$ cat config.mk
export PLATFORM = sky130hd
export DESIGN_NAME = alu_share_arbiter_flat
export DESIGN_NICKNAME = d
export VERILOG_FILES = /design/src/rtl/alu_share_arbiter_pkg.sv /design/src/rtl/alu_share_arbiter_if.sv /design/src/rtl/alu_share_arbiter_rr_arb2.sv /design/src/rtl/alu_share_arbiter.sv /design/src/flat_wrapper.sv
export SDC_FILE = /design/constraint.sdc
export NUM_CORES = 1
export LEC_CHECK = 0
export ABC_CLOCK_PERIOD_IN_PS = 3150
export CORE_ASPECT_RATIO = 0.5
export CORE_MARGIN = 1.5
export CORE_UTILIZATION = 30
export DETAILED_ROUTE_END_ITERATION = 12
export PLACE_DENSITY = 0.86
export SETUP_SLACK_MARGIN = 0.5
export SLEW_MARGIN = 10
export SYNTH_ARGS = -nofsm -noshare
export SYNTH_HDL_FRONTEND = slang
export SYNTH_SLANG_ARGS = --single-unit
export TNS_END_PERCENT = 100
$ cat constraint.sdc
create_clock -name clk -period 3.15 [get_ports clk]
set_input_delay 0.4725 -clock clk [delete_from_list [all_inputs] [get_ports clk]]
set_output_delay 0.4725 -clock clk [all_outputs]
set_load 0.02 [all_outputs]
$ cat src/rtl/alu_share_arbiter_pkg.sv
// rtl/alu_share_arbiter_pkg.sv - shared ALU widths, opcodes, flag indices and arbiter types
package alu_share_arbiter_pkg;

    localparam int DW  = 16;
    localparam int OPW = 3;
    localparam int FW  = 3;

    localparam int FLG_N = 0;
    localparam int FLG_V = 1;
    localparam int FLG_Z = 2;

    typedef enum logic [OPW-1:0] {
        OP_ADD    = 3'd0,
        OP_SUB    = 3'd1,
        OP_XOR    = 3'd2,
        OP_RED    = 3'd3,
        OP_SLL    = 3'd4,
        OP_SRL    = 3'd5,
        OP_ROR    = 3'd6,
        OP_PADDSB = 3'd7
    } alu_op_e;

    // EMPTY: no response held; FULL: rsp_* carries a valid response
    typedef enum logic {
        ST_EMPTY = 1'b0,
        ST_FULL  = 1'b1
    } rsp_state_e;

    typedef struct packed {
        logic [DW-1:0]  in1;
        logic [DW-1:0]  in2;
        logic [OPW-1:0] op;
        logic           flag_we;
    } alu_req_t;

    // selects the requester payload that drives the ALU this cycle
    function automatic alu_req_t pick_req(input logic sel, input alu_req_t r0, input alu_req_t r1);
        return sel ? r1 : r0;
    endfunction

endpackage

$ cat src/rtl/alu_share_arbiter_if.sv
// rtl/alu_share_arbiter_if.sv - requester, ALU and response signals of the shared ALU arbiter
interface alu_share_arbiter_if;
    import alu_share_arbiter_pkg::*;

    logic           req0_valid;
    logic           req0_ready;
    logic [DW-1:0]  req0_in1;
    logic [DW-1:0]  req0_in2;
    logic [OPW-1:0] req0_op;
    logic           req0_flag_we;

    logic           req1_valid;
    logic           req1_ready;
    logic [DW-1:0]  req1_in1;
    logic [DW-1:0]  req1_in2;
    logic [OPW-1:0] req1_op;
    logic           req1_flag_we;

    logic [DW-1:0]  alu_in1;
    logic [DW-1:0]  alu_in2;
    logic [OPW-1:0] alu_op;
    logic [FW-1:0]  alu_flag_in;
    logic [DW-1:0]  alu_out;
    logic [FW-1:0]  alu_flag;

    logic           rsp_valid;
    logic           rsp_ready;
    logic           rsp_id;
    logic [DW-1:0]  rsp_data;
    logic [FW-1:0]  rsp_flag;
    logic [FW-1:0]  flag_q;

    modport slave (
        input  req0_valid, req0_in1, req0_in2, req0_op, req0_flag_we,
        input  req1_valid, req1_in1, req1_in2, req1_op, req1_flag_we,
        output req0_ready, req1_ready,
        output alu_in1, alu_in2, alu_op, alu_flag_in,
        input  alu_out, alu_flag,
        output rsp_valid, rsp_id, rsp_data, rsp_flag, flag_q,
        input  rsp_ready
    );

    modport master (
        output req0_valid, req0_in1, req0_in2, req0_op, req0_flag_we,
        output req1_valid, req1_in1, req1_in2, req1_op, req1_flag_we,
        input  req0_ready, req1_ready,
        input  alu_in1, alu_in2, alu_op, alu_flag_in,
        output alu_out, alu_flag,
        input  rsp_valid, rsp_id, rsp_data, rsp_flag, flag_q,
        output rsp_ready
    );

endinterface

$ cat src/rtl/alu_share_arbiter_rr_arb2.sv
// rtl/alu_share_arbiter_rr_arb2.sv - two-way round-robin grant with last-grant memory
module rr_arb2 (
    input  logic       clk,
    input  logic       rst_n,
    input  logic [1:0] req,
    input  logic       advance,
    output logic [1:0] gnt
);

    logic last_grant;

    // a lone requester wins; on contention the port not served last wins
    always_comb begin
        gnt = 2'b00;
        case (req)
            2'b01:   gnt = 2'b01;
            2'b10:   gnt = 2'b10;
            2'b11:   gnt = last_grant ? 2'b01 : 2'b10;
            default: gnt = 2'b00;
        endcase
    end

    // remember the winner only when its op is actually issued; reset leaves port 0 preferred
    always_ff @(posedge clk) begin
        if (!rst_n) begin
            last_grant <= 1'b1;
        end else if (advance && (gnt != 2'b00)) begin
            last_grant <= gnt[1];
        end
    end

endmodule

$ cat src/rtl/alu_share_arbiter.sv
// rtl/alu_share_arbiter.sv - shares one ALU between two requesters, registers result and flags
module alu_share_arbiter
    import alu_share_arbiter_pkg::*;
(
    input  logic                clk,
    input  logic                rst_n,
    alu_share_arbiter_if.slave  bus
);

    rsp_state_e     state_q;
    rsp_state_e     state_d;
    logic [1:0]     gnt;
    logic           rsp_valid;
    logic           can_issue;
    logic           issue;
    alu_req_t       r0;
    alu_req_t       r1;
    alu_req_t       sel_req;
    logic           rsp_id_q;
    logic [DW-1:0]  rsp_data_q;
    logic [FW-1:0]  rsp_flag_q;
    logic [FW-1:0]  flag_q;

    assign r0 = {bus.req0_in1, bus.req0_in2, bus.req0_op, bus.req0_flag_we};
    assign r1 = {bus.req1_in1, bus.req1_in2, bus.req1_op, bus.req1_flag_we};

    rr_arb2 u_arb (
        .clk     (clk),
        .rst_n   (rst_n),
        .req     ({bus.req1_valid, bus.req0_valid}),
        .advance (issue),
        .gnt     (gnt)
    );

    // with no grant gnt[1]=0, so port 0 payload sits on the ALU as a don't-care
    assign sel_req         = pick_req(gnt[1], r0, r1);
    assign bus.alu_in1     = sel_req.in1;
    assign bus.alu_in2     = sel_req.in2;
    assign bus.alu_op      = sel_req.op;
    assign bus.alu_flag_in = flag_q;

    assign bus.rsp_valid = rsp_valid;
    assign bus.rsp_id    = rsp_id_q;
    assign bus.rsp_data  = rsp_data_q;
    assign bus.rsp_flag  = rsp_flag_q;
    assign bus.flag_q    = flag_q;

    // response-slot state register
    always_ff @(posedge clk) begin
        if (!rst_n) begin
            state_q <= ST_EMPTY;
        end else begin
            state_q <= state_d;
        end
    end

    // slot fills on issue and empties when drained without a refill
    always_comb begin
        state_d = state_q;
        case (state_q)
            ST_EMPTY: if (issue)                   state_d = ST_FULL;
            ST_FULL:  if (bus.rsp_ready && !issue) state_d = ST_EMPTY;
            default:                               state_d = ST_EMPTY;
        endcase
    end

    // slot can accept when empty or being drained this cycle; readies never look at payload
    always_comb begin
        rsp_valid      = (state_q == ST_FULL);
        can_issue      = !rsp_valid || bus.rsp_ready;
        issue          = can_issue && (gnt != 2'b00);
        bus.req0_ready = can_issue && gnt[0];
        bus.req1_ready = can_issue && gnt[1];
    end

    // capture ALU result and flags at issue; commit architectural flags only when asked
    always_ff @(posedge clk) begin
        if (!rst_n) begin
            rsp_id_q   <= 1'b0;
            rsp_data_q <= '0;
            rsp_flag_q <= '0;
            flag_q     <= '0;
        end else if (issue) begin
            rsp_id_q   <= gnt[1];
            rsp_data_q <= bus.alu_out;
            rsp_flag_q <= bus.alu_flag;
            if (sel_req.flag_we) begin
                flag_q <= bus.alu_flag;
            end
        end
    end

endmodule

$ cat src/flat_wrapper.sv
// flat-port wrapper written by rule: the top's interface ports become plain ports
module alu_share_arbiter_flat import alu_share_arbiter_pkg::*;
  (clk, rst_n, bus_req0_valid, bus_req0_in1, bus_req0_in2, bus_req0_op, bus_req0_flag_we, bus_req1_valid, bus_req1_in1, bus_req1_in2, bus_req1_op, bus_req1_flag_we, bus_req0_ready, bus_req1_ready, bus_alu_in1, bus_alu_in2, bus_alu_op, bus_alu_flag_in, bus_alu_out, bus_alu_flag, bus_rsp_valid, bus_rsp_id, bus_rsp_data, bus_rsp_flag, bus_flag_q, bus_rsp_ready);
  alu_share_arbiter_if bus_i ();
  input  logic clk;
  input  logic rst_n;
  input wire logic [$bits(bus_i.req0_valid)-1:0] bus_req0_valid;
  input wire logic [$bits(bus_i.req0_in1)-1:0] bus_req0_in1;
  input wire logic [$bits(bus_i.req0_in2)-1:0] bus_req0_in2;
  input wire logic [$bits(bus_i.req0_op)-1:0] bus_req0_op;
  input wire logic [$bits(bus_i.req0_flag_we)-1:0] bus_req0_flag_we;
  input wire logic [$bits(bus_i.req1_valid)-1:0] bus_req1_valid;
  input wire logic [$bits(bus_i.req1_in1)-1:0] bus_req1_in1;
  input wire logic [$bits(bus_i.req1_in2)-1:0] bus_req1_in2;
  input wire logic [$bits(bus_i.req1_op)-1:0] bus_req1_op;
  input wire logic [$bits(bus_i.req1_flag_we)-1:0] bus_req1_flag_we;
  output wire logic [$bits(bus_i.req0_ready)-1:0] bus_req0_ready;
  output wire logic [$bits(bus_i.req1_ready)-1:0] bus_req1_ready;
  output wire logic [$bits(bus_i.alu_in1)-1:0] bus_alu_in1;
  output wire logic [$bits(bus_i.alu_in2)-1:0] bus_alu_in2;
  output wire logic [$bits(bus_i.alu_op)-1:0] bus_alu_op;
  output wire logic [$bits(bus_i.alu_flag_in)-1:0] bus_alu_flag_in;
  input wire logic [$bits(bus_i.alu_out)-1:0] bus_alu_out;
  input wire logic [$bits(bus_i.alu_flag)-1:0] bus_alu_flag;
  output wire logic [$bits(bus_i.rsp_valid)-1:0] bus_rsp_valid;
  output wire logic [$bits(bus_i.rsp_id)-1:0] bus_rsp_id;
  output wire logic [$bits(bus_i.rsp_data)-1:0] bus_rsp_data;
  output wire logic [$bits(bus_i.rsp_flag)-1:0] bus_rsp_flag;
  output wire logic [$bits(bus_i.flag_q)-1:0] bus_flag_q;
  input wire logic [$bits(bus_i.rsp_ready)-1:0] bus_rsp_ready;
  assign bus_i.req0_valid = bus_req0_valid;
  assign bus_i.req0_in1 = bus_req0_in1;
  assign bus_i.req0_in2 = bus_req0_in2;
  assign bus_i.req0_op = bus_req0_op;
  assign bus_i.req0_flag_we = bus_req0_flag_we;
  assign bus_i.req1_valid = bus_req1_valid;
  assign bus_i.req1_in1 = bus_req1_in1;
  assign bus_i.req1_in2 = bus_req1_in2;
  assign bus_i.req1_op = bus_req1_op;
  assign bus_i.req1_flag_we = bus_req1_flag_we;
  assign bus_req0_ready = bus_i.req0_ready;
  assign bus_req1_ready = bus_i.req1_ready;
  assign bus_alu_in1 = bus_i.alu_in1;
  assign bus_alu_in2 = bus_i.alu_in2;
  assign bus_alu_op = bus_i.alu_op;
  assign bus_alu_flag_in = bus_i.alu_flag_in;
  assign bus_i.alu_out = bus_alu_out;
  assign bus_i.alu_flag = bus_alu_flag;
  assign bus_rsp_valid = bus_i.rsp_valid;
  assign bus_rsp_id = bus_i.rsp_id;
  assign bus_rsp_data = bus_i.rsp_data;
  assign bus_rsp_flag = bus_i.rsp_flag;
  assign bus_flag_q = bus_i.flag_q;
  assign bus_i.rsp_ready = bus_rsp_ready;
  alu_share_arbiter u_core (.clk(clk), .rst_n(rst_n), .bus(bus_i));
endmodule
==> results of run 1 <==
==> per-layer routing <==
metal / wire length [µm] / part of all wire, %
met1: 2350 / 41
met2: 3030 / 53
met3: 307 / 5.3
met4: 59 / 1.0
met5: 0 / 0
==> Yosys cell counts (all sizes together) <==
master,instances
a21oi,3
dfxtp,25
a21boi,20
and2b,1
nor2b,3
o31a,1
clkbuf,3
nor2,3
mux2,35
nand2,46
buf,10
or2,1
mux2i,3
nor3,1
==> worst max-delay path: stages <==
cell             delay, ps
clkdlybuf4s50_1        520
a21boi_4               240
clkbuf_16              210
mux2_2                 340
dlygate4sd2_1          330
==> cell type report <==
| class | instances | area (µm²) |
|---|---|---|
| timing repair buffer | 163 | 1680 |
| fill | 349 | 1340 |
| multi-input combinational | 117 | 860 |
| sequential | 25 | 500 |
| tap | 66 | 82.6 |
| clock buffer | 4 | 45.0 |
==> power breakdown <==
part	switching [W]	internal (W)	leakage [nW]
Combinational	0.000188	0.000264	1.18
Clock	0.0000946	0.0000903	0.0228
Sequential	0.0000128	0.000338	0.207
==> kinds of logic (layout without fill, tap and decap cells) <==
family / Yosys count / in the layout / share of synthesized area, %
AND/OR/NAND/NOR: 55 / 55 / 16.6
AO/OA/AOI/OAI: 24 / 24 / 13.1
buffers and inverters: 13 / 167 / 6.08
flip-flops: 25 / 25 / 34.8
multiplexers: 38 / 38 / 29.5
==> worst max path at each step <==
stage                         startpoint         endpoint  slack [ps]  cells after the start
after global placement    bus_req1_valid   bus_alu_in1[5]         350                      5
after CTS                 bus_req1_valid  bus_alu_in2[10]         320                      5
after global routing      bus_req1_valid  bus_alu_in2[13]         500                      5
after floorplan            bus_rsp_ready   bus_req0_ready        1310                      4
final                     bus_req1_valid  bus_alu_in2[13]         550                      5
after detailed placement  bus_req1_valid    bus_alu_op[2]         310                      5
==> sequential cells by signal (all words and copies together) (netlist names) <==
signal and flops:
u_core.bus.rsp_data 16, u_core.bus.alu_flag_in 3, u_core.bus.rsp_flag 3, u_core.bus.rsp_id 1
u_core.bus.rsp_valid 1, u_core.u_arb.last_grant 1
==> stage by stage <==
step	power [W]	hold WS, ps	std cells	setup slack (ps)
global route	0.00105	472	375	504
finish	0.000988	453	375	552
CTS	0.00100	456	373	319
global placement	0.000816	441	369	346
floorplan	0.000567	482	155	1310
detailed placement	0.000825	444	369	307
==> cells in the final DEF, fill, tap and decap left out, drive strengths merged <==
cell and instances:
nor3 1, a21boi 20, nor2b 3, dlygate4sd2 17
or2 1, dfxtp 25, nor2 3, clkdlybuf4s50 122
dlymetal6s2s 20, a21oi 3, and2b 1, o31a 1
clkbuf 5, buf 3, nand2 46, mux2 35
mux2i 3
==> repair_timing <==
item,in CTS,in global routing
hold endpoints to repair,0,0
setup endpoints to repair,36,31
resized for setup,17,20
pin swaps,0,0
gates cloned,0,1
buffers inserted,0,1
==> results_dict.tcl, run 1 <==
set metrics [dict create \
    status "completed" \
    ant_nets 0 \
    synth_cell_types 21 \
    min_period_ps 2600 \
    clock_skew_ps 0.915 \
    numCtsBuffers 3 \
    worstReg2RegEnd "u_core.u_arb.last_grant" \
    dr.pass1.iters 4 \
    setup_tns_ps 0 \
    wire_per_inst_um 15.3 \
    final-setup-viol-count 0 \
    grt_use_met2_pct 40.2 \
    fp.dieW_um 101 \
    io_buffers 159 \
    grt_max_degree 38 \
    fin_crit_sh_pct 82.5 \
    drcViolationCount 0 \
    ys_seq_area_share_pct 34.8 \
    areaGrowthSynthToFinish_pct 120 \
    drive_gt1_share_pct 15.2 \
    cts_sinks 25 \
    pwr_density_cell_mw_per_mm2 312 \
    dieArea_mm2 0.00525 \
    synth.top_cells.by_area "dfxtp_1 35%, mux2_2 27%, nand2_1 12%" \
    dr.first_iter.drc_count 56 \
    ys_ff_latch 25 \
    drt-total-wl_mm 5.75 \
    vias 1661 \
    n_antenna_cell 0 \
    worstHoldStart "u_core.bus.rsp_data[10]" \
    placed_cell_area_mm2 0.00306 \
    hold_depth 2 \
    crit_path_start_kind "input pin" \
    rsz0062_at_grt "false" \
    p_leak_nw 1.41 \
    track_usage_pct 20.8 \
    h-tree-depth 1 \
    synth_area_mm2 0.00144 \
    post-route-util_pct 70.3 \
    grt-ovfl-total 0 \
    ir_worst_vdd_uv 187 \
    relSlewSlack_pct 43.0 \
    fmax_mhz 385 \
    crit_required_ps 2680 \
    worstReg2RegStart "u_core.bus.rsp_valid" \
    place.gp.congestion 0.866 \
    rr_worst_depth 5 \
    slew_violations 0 \
    min_to "u_core.bus.rsp_data[10]" \
    insertion_delay_ps 260 \
    grt_first_pass_wirelength_mm 8.47 \
    maxCapViolations 0 \
    antenna_found_initial 0 \
    yosysTopAreaCellShare_pct 34.8 \
    path_class "in -> out" \
    netlist_instances 155 \
    critPathCaptureType "output port" \
    die_height_um 52.0 \
    vias_per_cell 4.43 \
    core-area_mm2 0.00451 \
    grtUsageMet1_pct 25.0 \
    cp.arrival_ps 2130 \
    reg2reg_setup_slack_ps 1840 \
    tritoncts "yes" \
    final_cell_area_mm2 0.00317 \
    cts_buffer_depth 2 \
    grt_pass1_vias 1633 \
    busiest_layer "met2" \
    tightest_slew_ps 852 \
    fin_nets 406 \
    holdCritPathClass "reg -> reg" \
    cp_max_fo 18 \
    syn_nets 251 \
    cts_hold_buf 0 \
    path_clk_slew_ps 80 \
    ys_warn_count 0 \
    yosysTopAreaCell "dfxtp_1" \
    synth_area_per_cell_um2 9.29 \
    ios 160 \
    grt_util_met3_pct 2.69 \
    finalHoldViolCount 0 \
    start_util_pct 31.9 \
    rows 17 \
    hpwl_mm 4.57 \
    cts_root_buf "clkbuf_8" \
]
Note: power is estimated with default switching activity, not from simulation.
==> run 2, diff against run 1 <==
--- a/config.mk
+++ b/config.mk
@@ -5,12 +5,12 @@
 export SDC_FILE = /design/constraint.sdc
 export NUM_CORES = 1
 export LEC_CHECK = 0
-export ABC_CLOCK_PERIOD_IN_PS = 3150
+export ABC_CLOCK_PERIOD_IN_PS = 2300
 export CORE_ASPECT_RATIO = 0.5
 export CORE_MARGIN = 1.5
-export CORE_UTILIZATION = 30
+export CORE_UTILIZATION = 25
 export DETAILED_ROUTE_END_ITERATION = 12
-export PLACE_DENSITY = 0.86
+export PLACE_DENSITY = 0.77
 export SETUP_SLACK_MARGIN = 0.5
 export SLEW_MARGIN = 10
 export SYNTH_ARGS = -nofsm -noshare
==> constraint.sdc (replaced) <==
create_clock -name clk -period 2.3 [get_ports clk]
set_input_delay 0.345 -clock clk [delete_from_list [all_inputs] [get_ports clk]]
set_output_delay 0.345 -clock clk [all_outputs]
set_load 0.02 [all_outputs]
==> run 2 against run 1 <==
Combinational power is 64% higher. Clock skew is 0.88 ps higher. Sequential share of layout area is 1.4 points lower. Global-route usage is 3.3 points lower. Critical path type is now reg -> out.
==> results_dict.tcl, run 2 (synthesized netlist as in run 1, its figures left out) <==
set metrics [dict create \
    status "completed" \
    p_sw_share_pct 28.0 \
    grt_pass1_vias 1705 \
    crit_path_start_kind "flop" \
    reg2reg_setup_slack_ps 730 \
    ant_nets 0 \
    cp-endpoint "bus_alu_in1[12]" \
    drive_gt1_share_pct 31.4 \
    ios 160 \
    crit_required_ps 1960 \
    crit_chain "a21boi_4 > buf_6 > buf_12 > buf_16 > mux2_4 > buf_6" \
    areaGrowthSynthToFinish_pct 141 \
    dr.pass1.iters 4 \
    drt-total-wl_mm 5.90 \
    dieArea_mm2 0.00625 \
    slowest_stage "dfxtp_2" \
    cts_hold_buf 0 \
    pwr_density_cell_mw_per_mm2 460 \
    grt_max_degree 29 \
    rr_worst_depth 8 \
    worstReg2RegStart "u_core.u_arb.last_grant" \
    vias 1717 \
    largest_reg_flops 16 \
    h-tree-depth 1 \
    finalHoldViolCount 0 \
    track_usage_pct 17.5 \
    die_height_um 56.7 \
    tightest_slew_ps 814 \
    fin_ws_ps 351 \
    cts_root_buf "clkbuf_16" \
    fillers 438 \
    cts_buffer_depth 2 \
    antenna_found_initial 0 \
    core-area_mm2 0.00552 \
    ir_worst_vdd_uv 392 \
    path_clk_slew_ps 60 \
    numCtsBuffers 3 \
    critPathCaptureType "output port" \
    holdCritPathClass "reg -> reg" \
    maxCapViolations 0 \
    vias_per_cell 4.31 \
    p_leak_nw 1.50 \
    switching_power_w 0.000446 \
    path_class "reg -> out" \
    fp.dieW_um 110 \
    dr.first_iter.drc_count 93 \
    place_ws_ps -225 \
    io_buffers 159 \
    cp_max_fo 7 \
    tritoncts "yes" \
    place.gp.congestion 0.728 \
    placed_cell_area_mm2 0.00312 \
    min_period_ps 1950 \
    final_cell_mix "119 x clkdlybuf4s50_1, 46 x nand2_1, 34 x buf_6" \
    p_int_w 0.00115 \
    grt_first_pass_wirelength_mm 8.60 \
    fin_crit_sh_pct 84.7 \
    drcViolationCount 0 \
    final-setup-viol-count 0 \
    final_common_cell "clkdlybuf4s50_1" \
    post-route-util_pct 63.0 \
    worstReg2RegEnd "u_core.bus.alu_flag_in[2]" \
    insertion_delay_ps 250 \
    totalPowerFinal_w 0.00160 \
    critPathLaunch "u_core.u_arb.last_grant" \
    max_stage_delay_ps 340 \
    rsz0062_at_grt "true" \
    cts_sinks 25 \
    combPwrFrac_pct 46.4 \
    clock_skew_ps 1.79 \
    pwr-share-clk_pct 23.4 \
    slew_violations 0 \
    grt-ovfl-total 0 \
    n_antenna_cell 0 \
    cp.arrival_ps 1600 \
    crit_top_cell "buf_6" \
    rows 19 \
    wire_per_inst_um 14.8 \
    hpwl_mm 4.42 \
    fmax_mhz 513 \
    seqPwrFrac_pct 30.2 \
    relSlewSlack_pct 45.6 \
    final_cell_area_mm2 0.00347 \
    start_util_pct 26.1 \
    fin_nets 422 \
]
[run 2: through the flow]
stage,setup TNS (ps),hold slack [ps],instances
after floorplan,0,477,155
after global placement,-6180,441,383
after detailed placement,-7200,446,383
after CTS,0,454,396
after global routing,0,477,398
final,0,451,398
[run 2: worst min-delay path by stage]
| stage | from | end | cells after the start |
|---|---|---|---|
| after floorplan | bus_req1_valid | u_core.bus.rsp_valid | 1 |
| after global placement | u_core.bus.rsp_data[15] | u_core.bus.rsp_data[15] | 2 |
| after detailed placement | u_core.bus.rsp_data[8] | u_core.bus.rsp_data[8] | 2 |
| after CTS | u_core.bus.rsp_data[8] | u_core.bus.rsp_data[8] | 2 |
| after global routing | u_core.bus.rsp_data[7] | u_core.bus.rsp_data[7] | 2 |
| final | u_core.bus.rsp_data[8] | u_core.bus.rsp_data[8] | 2 |
[run 2: timing repair]
item	CTS	global route
setup endpoints to repair	37	37
resized for setup	206	45
pin swaps	1	3
setup buffers	6	1
gates cloned	3	1
[run 2: worst max-delay path, delay by kind of cell, from the launching register on]
kind	cells	cell delay [ps]
compound gates	1	190
mux	1	310
flops	1	340
buf+inv	4	500
[run 2: layout make-up]
cell class	instances	area, µm²	area share [%]
Tap cell	73	91.3	2.63
Timing Repair Buffer	179	1840	53.0
Sequential cell	25	502	14.4
Clock buffer	4	78.8	2.27
Multi-Input combinational cell	117	961	27.7
[run 2: per-layer routing]
layer	vias to the layer above	share of wire, %	track usage [%]
met5	-	0	0
met2	54	55	34.9
met3	8	6.9	3.14
met4	0	0.97	3.66
met1	796	37	19.1
li1	859	-	-
[run 2: power by group through the flow]
stage          sequential, W  combinational (W)  clock, W
2_1_floorplan       0.000524           0.000252         0
3_3_place_gp        0.000490           0.000644         0
3_5_place_dp        0.000491           0.000651         0
4_1_cts             0.000482           0.000690  0.000386
5_1_grt             0.000485           0.000782  0.000409
6_report            0.000482           0.000741  0.000373
==> run 3, diff against run 2 <==
--- a/config.mk
+++ b/config.mk
@@ -5,7 +5,7 @@
 export SDC_FILE = /design/constraint.sdc
 export NUM_CORES = 1
 export LEC_CHECK = 0
-export ABC_CLOCK_PERIOD_IN_PS = 2300
+export ABC_CLOCK_PERIOD_IN_PS = 1600
 export CORE_ASPECT_RATIO = 0.5
 export CORE_MARGIN = 1.5
 export CORE_UTILIZATION = 25
==> constraint.sdc (replaced) <==
create_clock -name clk -period 1.6 [get_ports clk]
set_input_delay 0.24 -clock clk [delete_from_list [all_inputs] [get_ports clk]]
set_output_delay 0.24 -clock clk [all_outputs]
set_load 0.02 [all_outputs]
==> run 3 against run 2 <==
The run now ends with setup timing left. Cell count grew 1.8%. Clock skew grew 0.51 ps. Critical endpoint is now bus_alu_in1[6]. Register-to-register slack lost 650 ps. Routed wire length rose by 6.7%. First-iteration DRC count is 53% lower. Largest power group unchanged.
==> results_dict.tcl, run 3 (synthesized netlist as in run 1, its figures left out) <==
set metrics [dict create \
    cp_top_family "buffers and inverters" \
    hpwl_mm 4.45 \
    clock_skew_ps 2.30 \
    cts_sinks 25 \
    drt-total-wl_mm 6.30 \
    min_period_ps 1790 \
    final_cell_area_mm2 0.00380 \
    max_stage_delay_ps 330 \
    largest_reg_flops 16 \
    crit_chain "a21boi_4 > buf_6 > buf_6 > buf_16 > mux2_4 > buf_6" \
    rsz0062_at_grt "true" \
    drive_gt1_share_pct 51.5 \
    core-area_mm2 0.00552 \
    ios 160 \
    start_util_pct 26.1 \
    fin_cells 405 \
    cp.arrival_ps 1550 \
    track_usage_pct 19.0 \
    grt_first_pass_wirelength_mm 9.08 \
    combPwrFrac_pct 49.8 \
    dr.pass1.iters 4 \
    seqPwrFrac_pct 28.1 \
    grt_max_degree 29 \
    dieArea_mm2 0.00625 \
    setup_tns_ps -5420 \
    final_common_cell "clkdlybuf4s50_1" \
    fillers 391 \
    tritoncts "yes" \
    io_buffers 159 \
    areaGrowthSynthToFinish_pct 164 \
    slowest_stage "dfxtp_2" \
    status "finished, violations left" \
    p_sw_share_pct 29.1 \
    vias 1791 \
    fmax_mhz 557 \
    violations "setup timing" \
    slew_violations 0 \
    crit_required_ps 1360 \
    drcViolationCount 0 \
    cts_root_buf "clkbuf_16" \
    ir_worst_vdd_uv 501 \
    holdCritPathClass "reg -> reg" \
    n_antenna_cell 0 \
    fp.dieW_um 110 \
    grt_pass1_vias 1760 \
    final-setup-viol-count 37 \
    cts_hold_buf 0 \
    path_buf_inv 4 \
    h-tree-depth 1 \
    cp_max_fo 5 \
    p_int_w 0.00175 \
    crit_path_start_kind "flop" \
    finalHoldViolCount 0 \
    ant_nets 0 \
    pwr_density_cell_mw_per_mm2 648 \
    crit_top_cell "buf_6" \
    cts_buffer_depth 2 \
    insertion_delay_ps 260 \
    relSlewSlack_pct 83.8 \
    fin_nets 429 \
    path_class "reg -> out" \
    fin_crit_sh_pct 112 \
    fin_ws_ps -195 \
    pwr-share-clk_pct 22.2 \
    numCtsBuffers 3 \
    dpl.cell_count 386 \
    timing.hold.ws_ps 454 \
    die_height_um 56.7 \
    rows 19 \
    placed_cell_area_mm2 0.00329 \
    p_leak_nw 1.74 \
    critPathCaptureType "output port" \
    grt-ovfl-total 0 \
    vias_per_cell 4.42 \
    antenna_found_initial 0 \
    place.gp.congestion 0.746 \
    path_clk_slew_ps 60 \
    tightest_slew_ps 243 \
    final_cell_mix "92 x clkdlybuf4s50_1, 43 x buf_6, 35 x mux2_4" \
    maxCapViolations 0 \
    switching_power_w 0.000717 \
    dr.first_iter.drc_count 44 \
    wire_per_inst_um 15.6 \
]
[run 3: per-stage QoR]
step	worst slack [ps]	utilization [%]	total power (W)
5_1_grt	-235	68.9	0.00257
6_report	-195	68.9	0.00246
3_5_place_dp	-724	59.7	0.00172
4_1_cts	-211	66.9	0.00241
2_1_floorplan	277	-	0.00119
3_3_place_gp	-690	59.7	0.00170
[run 3: layout make-up]
type	count	area [µm²]	share of cell area, %
Clock buffer	4	78.8	2.07
Tap cell	73	91.3	2.40
Timing Repair Buffer	186	1960	51.7
Sequential cell	25	503	13.2
Multi-Input combinational cell	117	1160	30.6
[run 3: power by group through the flow]
stage | logic (W) | registers [W] | clock network [W]
floorplan | 0.000432 | 0.000755 | 0
global placement | 0.00100 | 0.000704 | 0
detailed placement | 0.00101 | 0.000707 | 0
CTS | 0.00116 | 0.000693 | 0.000554
global route | 0.00129 | 0.000696 | 0.000584
finish | 0.00123 | 0.000691 | 0.000547
[run 3: final timing paths]
kind | startpoint | end | cells after the start | slack, ps
worst max-delay path | u_core.u_arb.last_grant | bus_alu_in1[6] | 6 | -190
worst min-delay path | u_core.bus.rsp_flag[0] | u_core.bus.rsp_flag[0] | 2 | 450
worst max register to register | u_core.u_arb.last_grant | u_core.bus.alu_flag_in[1] | 8 | 80
worst min register to register | u_core.bus.rsp_flag[0] | u_core.bus.rsp_flag[0] | 2 | 450
[run 3: repair_timing]
item	4_1_cts	5_1_grt
resized for setup	339	67
gates cloned	7	1
pin swaps	8	8
endpoints found under the setup margin	89	79
setup buffers	4	3
[run 3: worst register-to-register path, delay by kind of cell (launching register included)]
family	cells	cell delay, ps
flops	1	350
buf+inv	4	530
mux	1	200
compound gates	2	250
simple gates	1	130
[run 3: metal layers]
layer  track usage, %  wire, µm  up-vias
li1                 -         -      885
met1             19.6      2230      844
met2             38.9      3580       55
met3             3.37       421        7
met4             4.76        68        0
met5                0         0        -
